### src/rtl/summator_acc.sv
// Board-level arithmetic unit: debounced execute/clear buttons drive a small FSM
// that adds, subtracts or accumulates switch operands into a W+1-bit result.
module summator_acc #(
    parameter int unsigned W         = 8,
    parameter int unsigned DB_CYCLES = 250000,
    parameter int unsigned CNT_W     = 8
) (
    input  logic               clk,
    input  logic               rst,
    input  logic               key_exec_n,
    input  logic               key_clr_n,
    input  logic [1:0]         mode,
    input  logic [2*W-1:0]     SW,
    output logic [2*W-1:0]     LEDR,
    output logic [W:0]         result,
    output logic               ovf,
    output logic               busy,
    output logic               done,
    output logic [CNT_W-1:0]   op_count
);

    localparam int unsigned DB_W   = (DB_CYCLES > 1) ? $clog2(DB_CYCLES + 1) : 1;
    localparam int unsigned N_KEYS = 2;
    localparam int unsigned K_EXEC = 0;
    localparam int unsigned K_CLR  = 1;

    typedef enum logic [1:0] {
        S_IDLE = 2'd0,
        S_LOAD = 2'd1,
        S_CALC = 2'd2
    } state_t;

    state_t                state;
    state_t                state_nxt;

    logic [N_KEYS-1:0]     key_raw;
    logic [N_KEYS-1:0]     sync1;
    logic [N_KEYS-1:0]     sync2;
    logic [N_KEYS-1:0]     db_lvl;
    logic [N_KEYS-1:0]     press;
    logic [DB_W-1:0]       db_cnt [N_KEYS];

    logic                  exec_evt;
    logic                  clr_evt;

    logic [W-1:0]          a_q;
    logic [W-1:0]          b_q;
    logic [1:0]            mode_q;
    logic [W:0]            res_pipe;
    logic                  brw_pipe;

    logic [W+1:0]          acc_sum_c;
    logic [W:0]            res_c;
    logic                  brw_c;

    assign LEDR     = SW;
    assign key_raw  = {key_clr_n, key_exec_n};
    assign exec_evt = press[K_EXEC];
    assign clr_evt  = press[K_CLR];

    // Synchronise and debounce both buttons; a press pulse fires when the
    // debounced level falls, and release is silent.
    always_ff @(posedge clk or posedge rst) begin
        if (rst) begin
            sync1  <= '1;
            sync2  <= '1;
            db_lvl <= '1;
            press  <= '0;
            for (int k = 0; k < N_KEYS; k++) begin
                db_cnt[k] <= '0;
            end
        end else begin
            sync1 <= key_raw;
            sync2 <= sync1;
            for (int k = 0; k < N_KEYS; k++) begin
                press[k] <= 1'b0;
                if (sync2[k] == db_lvl[k]) begin
                    db_cnt[k] <= '0;
                end else if (db_cnt[k] == DB_W'(DB_CYCLES - 1)) begin
                    db_cnt[k] <= '0;
                    db_lvl[k] <= sync2[k];
                    press[k]  <= ~sync2[k];
                end else begin
                    db_cnt[k] <= db_cnt[k] + DB_W'(1);
                end
            end
        end
    end

    always_ff @(posedge clk or posedge rst) begin
        if (rst) begin
            state <= S_IDLE;
        end else begin
            state <= state_nxt;
        end
    end

    // Clear takes priority in every state, so a simultaneous exec is dropped.
    always_comb begin
        state_nxt = state;
        case (state)
            S_IDLE: begin
                if (clr_evt) begin
                    state_nxt = S_IDLE;
                end else if (exec_evt) begin
                    state_nxt = S_LOAD;
                end
            end
            S_LOAD:  state_nxt = clr_evt ? S_IDLE : S_CALC;
            S_CALC:  state_nxt = S_IDLE;
            default: state_nxt = S_IDLE;
        endcase
    end

    // Next-result arithmetic on the latched operands and current accumulator.
    always_comb begin
        acc_sum_c = (W+2)'(result) + (W+2)'(a_q);
        res_c     = '0;
        brw_c     = 1'b0;
        case (mode_q)
            2'b00: begin
                res_c = (W+1)'(a_q) + (W+1)'(b_q);
                brw_c = 1'b0;
            end
            2'b01: begin
                brw_c = (a_q < b_q);
                res_c = {brw_c, W'(a_q - b_q)};
            end
            2'b10: begin
                res_c = acc_sum_c[W:0];
                brw_c = acc_sum_c[W+1];
            end
            2'b11: begin
                res_c = result - (W+1)'(a_q);
                brw_c = (result < (W+1)'(a_q));
            end
            default: begin
                res_c = '0;
                brw_c = 1'b0;
            end
        endcase
    end

    always_ff @(posedge clk or posedge rst) begin
        if (rst) begin
            a_q      <= '0;
            b_q      <= '0;
            mode_q   <= '0;
            res_pipe <= '0;
            brw_pipe <= 1'b0;
            result   <= '0;
            ovf      <= 1'b0;
            op_count <= '0;
            busy     <= 1'b0;
            done     <= 1'b0;
        end else begin
            done <= 1'b0;
            busy <= (state_nxt != S_IDLE);
            if (clr_evt) begin
                result   <= '0;
                ovf      <= 1'b0;
                op_count <= '0;
            end else begin
                case (state)
                    S_IDLE: begin
                        if (exec_evt) begin
                            a_q    <= SW[2*W-1:W];
                            b_q    <= SW[W-1:0];
                            mode_q <= mode;
                        end
                    end
                    S_LOAD: begin
                        res_pipe <= res_c;
                        brw_pipe <= brw_c;
                    end
                    S_CALC: begin
                        result   <= res_pipe;
                        ovf      <= ovf | brw_pipe;
                        op_count <= op_count + CNT_W'(1);
                        done     <= 1'b1;
                    end
                    default: ;
                endcase
            end
        end
    end

endmodule

### config.mk
export PLATFORM = sky130hd
export DESIGN_NAME = summator_acc
export DESIGN_NICKNAME = d
export VERILOG_FILES = /design/src/rtl/summator_acc.sv
export SDC_FILE = /design/constraint.sdc
export NUM_CORES = 1
export LEC_CHECK = 0
export CAP_MARGIN = 20
export CORE_MARGIN = 2
export CORE_UTILIZATION = 55
export DETAILED_ROUTE_END_ITERATION = 12
export PLACE_DENSITY = 0.78
export SYNTH_ARGS = -nofsm -noshare
export SYNTH_HDL_FRONTEND = slang
export SYNTH_SLANG_ARGS = --single-unit
### constraint.sdc
create_clock -name clk -period 4.1 [get_ports clk]
set_input_delay 0.82 -clock clk [delete_from_list [all_inputs] [get_ports clk]]
set_output_delay 0.82 -clock clk [all_outputs]
set_load 0.005 [all_outputs]
== Word-level counts from Yosys, hierarchy flattened ==
Cells that the tools add are included.
Cells by class
  $lt $le $gt $ge: 2
  $add $sub $neg: 7
  eq/ne operators: 9
  multiplexer cells: 22
  bitwise gates (word level): 6
  reduce and logical (&&, ||, !) cells: 8
Operator list (count)
  $mux W18: 4
  $add A18 B1 Y18 const B: 2
  $eq A18 B18 Y1 const B: 2
  $pmux W9 S4: 1
  $mux W9: 2
  $mux W8: 2
  $add A9 B8 Y10: 1
  $add A8 B8 Y9: 1
  $lt A9 B8 Y1: 1
  $sub A9 B8 Y9: 1
  $add A8 B1 Y8 const B: 1
  $lt A8 B8 Y1: 1
  $mux W1: 8
  $sub A8 B8 Y8: 1
  $eq A2 B2 Y1 const B: 3
  $mux W2: 3
  $reduce_and A2 Y1: 3
  $not A1 Y1: 5
  $eq A2 B1 Y1 const B: 2
  $logic_not A2 Y1: 2
  $pmux W1 S4: 1
  $pmux W2 S2: 1
  $reduce_bool A2 Y1: 2
  $reduce_and A3 Y1: 1
  other kinds (2): 3
Word-level totals
  bits in registers: 94
  logic and storage cells: 72
  output and inout port bits: 36
  input port bits: 22

== Logic depth before layout (Yosys ltp) ==
  depth in word-level cells: 4
  gate-level depth with buffers: 9
  mapped depth without buffers: 9

== Worst setup path after synthesis ==
OpenSTA, ideal clock, no wires.
  path type: register to register
  start: reg a_q[1]
  end: reg res_pipe[6]
  data arrival time: 2.185 ns
  period minus slack after synthesis: 2.277 ns
  buffers on the path: 0
  required time: 4.008 ns
  path slack: 1.823 ns
  cell stages (with the launch flop): 9
  library setup time: 0.092 ns
  cell sequence: dfrtp_1 -> inv_1 -> fa_1 -> o21ba_1 -> nand2b_4 -> a311o_1 -> a21oi_1 -> and3b_1 -> o31ai_2
On the way
  longest elaborated chain between the ends: 2
  elaborated cells on any way between the ends: 5
  classes of those cells: add/sub: 4; mux: 1
Ends and longest elaborated chain
  start, declared: line 46  | logic [W-1:0] a_q;
  start signal, assigned: line 167  | a_q <= SW[2*W-1:W];
  $sub A9 B8 Y9 (tied with other cells): line 134  | res_c = result - (W+1)'(a_q);
  $pmux W9 S4 *: line 120  | case (mode_q)
  end signal, assigned: line 173  | res_pipe <= res_c;
  end, declared: line 49  | logic [W:0] res_pipe;
Mark *: on every way between the ends. The rest lies on a longest branch, timed or not.
A chain may end at the register's enable or synchronous reset.

== Worst setup path after layout ==
  start: reg press[1]
  end: reg res_pipe[7]
On the way
  longest elaborated chain between the ends: 2
Ends and longest elaborated chain
  start, declared: line 40  | logic [N_KEYS-1:0] press;
  start signal, assigned by index: line 82  | press[k] <= ~sync2[k];
  $not A1 Y1 (no source line)
  $reduce_and A2 Y1 (no source line)
No other way between the ends.

==> impl_metrics.env <==
export IMPL_clk_path_buf_depth=2
export IMPL_antenna_found_initial=0
export IMPL_pin_count=58
export IMPL_clkLatencyLatePin_ns=0.36
export IMPL_ys_types=64
export IMPL_placed_area_um2=6096
export IMPL_cts_setup_buffers=0
export IMPL_intPower_mw=1.343
export IMPL_port_buffers=57
export IMPL_synth_area_um2=5533
export IMPL_cap_violations=0
export IMPL_crit_chain="or3b_1 -> inv_1 -> and3_1 -> mux2i_1 -> o211ai_1 -> a221oi_1"
export IMPL_fin_tns_setup_ns=0
export IMPL_insertedDiodeCount=0
export IMPL_core_area_um2=9774
export IMPL_grt_pass1_vias=4385
export IMPL_setup_viol=0
export IMPL_drive_gt1_frac=0.06339
export IMPL_seq_area_frac_synth=0.4265
export IMPL_holdPathStages=0
export IMPL_cp_arrival_ns=2.95
export IMPL_ant_nets=0
export IMPL_worst_slew_pin_slew_ns=0.7283
export IMPL_synth_seq_cells=94
export IMPL_dp_hpwl_um=8834
export IMPL_grt_pass1_wl_um=20430
export IMPL_dieWidth_um=104.3
export IMPL_cts_buffers=9
export IMPL_worst_path_largest_cell_delay_ns=0.82
export IMPL_grt_util_all_layers=0.2292
export IMPL_end_kind="flop"
export IMPL_cts_tree="built"
export IMPL_cp_max_fo=22
export IMPL_yosysWarnings=0
export IMPL_p_leak_nw=2.760
export IMPL_firstDrtPassIters=5
export IMPL_min_path_type="reg -> reg"
export IMPL_syn_nets=652
export IMPL_rows=36
export IMPL_drtIter0Drc=186
export IMPL_drc=0
export IMPL_finalMaxSlewViolations=0
export IMPL_worstSetupStartpoint="press[1]"
export IMPL_initial_core_util=0.5661
export IMPL_cts_htree_levels=3
export IMPL_path_clk_slew_ns=0.10
export IMPL_utilization=0.6477
export IMPL_fmax_mhz=371.8
export IMPL_p_switching_mw=0.3843
export IMPL_cts_num_sinks=94
export IMPL_die_h_um=104.3
export IMPL_skew_ns=0.01116
export IMPL_status="finished clean"
export IMPL_critPathLaunchType="flop"
export IMPL_gp_congestion=0.8642
export IMPL_vias_per_cell=5.708
export IMPL_avgSynthCellArea_um2=9.362
export IMPL_reg2reg_from="press[1]"
export IMPL_swShare=0.2225
export IMPL_path_class="reg -> reg"
export IMPL_dieArea_um2=10880
export IMPL_synth_edf_count=0
export IMPL_grt_setup_unrepaired="no"
export IMPL_wl_um=11980
export IMPL_period_share=0.6561
export IMPL_grt_max_degree=73
export IMPL_fin_nets=687
export IMPL_synthCells=591
export IMPL_power_density_nw_per_um2=272.8
export IMPL_seqPwrFrac=0.545
export IMPL_overflow=0
export IMPL_cts_root_buf="clkbuf_8"
export IMPL_cts_resized_gates=0
export IMPL_p_clk_frac=0.413
export IMPL_synthArstFlopShare=1.000
export IMPL_worstRegToRegCells=6
export IMPL_hold_viol_final=0
export IMPL_crit_required_ns=4.36
export IMPL_ctsHoldBuffers=0
export IMPL_crit_slowest_cell="dfrtp_1"
export IMPL_syn_to_final_growth_pct=14.43
export IMPL_ys_flop_type="dfrtp_1"
export IMPL_wl_per_cell_um=15.68
export IMPL_irDropWorstVdd_mv=0.2292
export IMPL_min_delay_start="sync1[0]"
export IMPL_slew_limit_headroom=0.5145
export IMPL_routed_via_count=4361
export IMPL_fin_area_um2=6331
export IMPL_period_minus_slack_ns=2.690
export IMPL_pwr_share_comb=0.042
logic make-up (layout without fill, tap and decap cells):
kind of cell | after synthesis | count (layout) | synth area share
and+or+nand+nor | 231 | 231 | 0.2038
AOI/OAI and AO/OA | 101 | 101 | 0.1142
adders and majority gates | 39 | 39 | 0.09362
muxes | 9 | 9 | 0.02193
buffers and inverters | 66 | 106 | 0.05925
DFF | 94 | 94 | 0.4265
xor gates and xnor gates | 51 | 51 | 0.08073
path summary, 6_finish.rpt:
check	to	slack, ns
setup / recovery	res_pipe[7]	1.41
hold / removal	sync2[0]	0.36
setup reg to reg	res_pipe[7]	1.41
hold reg to reg	sync2[0]	0.36
max in group asynchronous	b_q[5]	2.64
min in group asynchronous	db_cnt[18]	0.75
worst max-delay path: cells and delay by family, from the launching register on:
kind | cells | cell delay, ns
flops | 1 | 0.82
buf+inv | 1 | 0.30
simple gates | 2 | 0.86
compound gates | 2 | 0.43
mux | 1 | 0.18
cells in the final DEF, fill, tap and decap left out, drive strengths merged, types with 6 or more instances in the layout:
cell type       n
dfrtp          88
nand2          66
nor2           66
clkdlybuf4s50  57
ha             35
inv            33
o21ai          32
a21oi          27
xnor2          27
xor2           24
nand3          19
nor3           14
nand4          12
clkbuf         10
nor2b           8
nand2b          8
and3            7
o211ai          7
dfstp           6
registers in the layout, indices dropped and copies added (netlist names), 2 cells and up:
| signal | flops |
|---|---|
| a_q | 8 |
| b_q | 8 |
| db_cnt | 36 |
| db_lvl | 2 |
| mode_q | 2 |
| op_count | 8 |
| press | 2 |
| res_pipe | 9 |
| result | 9 |
| state | 2 |
| sync1 | 2 |
| sync2 | 2 |
power groups by stage:
stage / Combinational (mW) / Clock [mW] / Sequential, mW
finish: 0.0730 / 0.714 / 0.941
global placement: 0.0721 / 0 / 0.958
CTS: 0.0753 / 0.726 / 0.941
global route: 0.0814 / 0.767 / 0.942
floorplan: 0.0375 / 0 / 0.957
detailed placement: 0.0744 / 0 / 0.958
cell type report:
class,instances,area (um^2)
flip-flops and latches,94,2360
repair buffers,59,598.1
clock buffers,10,137.6
multi-input cells,431,2854
clock inverters,6,97.59
fillers,809,3443
inverters,31,117.6
well taps,133,166.4
per-stage QoR:
step                power (mW)  instances  hold WS, ns  worst slack (ns)
global placement         1.030        748       0.3468             1.487
global route             1.790        764       0.3628             1.212
CTS                      1.742        764       0.3669             1.434
finish                   1.727        764       0.3581             1.410
detailed placement       1.033        748       0.3532             1.440
floorplan               0.9947        591       0.3452            0.8413
layer usage:
layer  share of wire  vias up  track usage
li1                -     2073            -
met1            0.41     2115       0.2864
met2            0.51      143       0.3917
met3           0.051       30      0.05075
met4           0.027        0      0.07915
met5               0        -            0
cell usage after synthesis, types with 3 or more instances:
master,n,area share
fa_1,4,0.014
nor3b_1,3,0.0041
nor4b_1,4,0.0063
o22ai_1,3,0.0034
nor2_1,66,0.045
nor4_1,4,0.0045
or3_1,4,0.0045
nand2b_1,7,0.0079
nand3_1,19,0.017
nand2_1,66,0.045
nand4_1,12,0.014
xor2_1,24,0.038
a21oi_1,27,0.024
a31oi_1,4,0.0045
a21o_1,5,0.0068
buf_2,3,0.0027
xnor2_1,27,0.043
o21a_1,5,0.0068
ha_1,35,0.079
buf_4,16,0.022
mux2_2,5,0.010
o211ai_1,6,0.0081
nor2b_1,8,0.0090
nor3_1,14,0.013
and3_1,7,0.0079
dfstp_2,6,0.028
clkbuf_1,13,0.0088
dfrtp_1,88,0.40
or2_2,3,0.0034
inv_1,31,0.021
o21ai_0,31,0.028
Power figures use the tool's default switching activity.
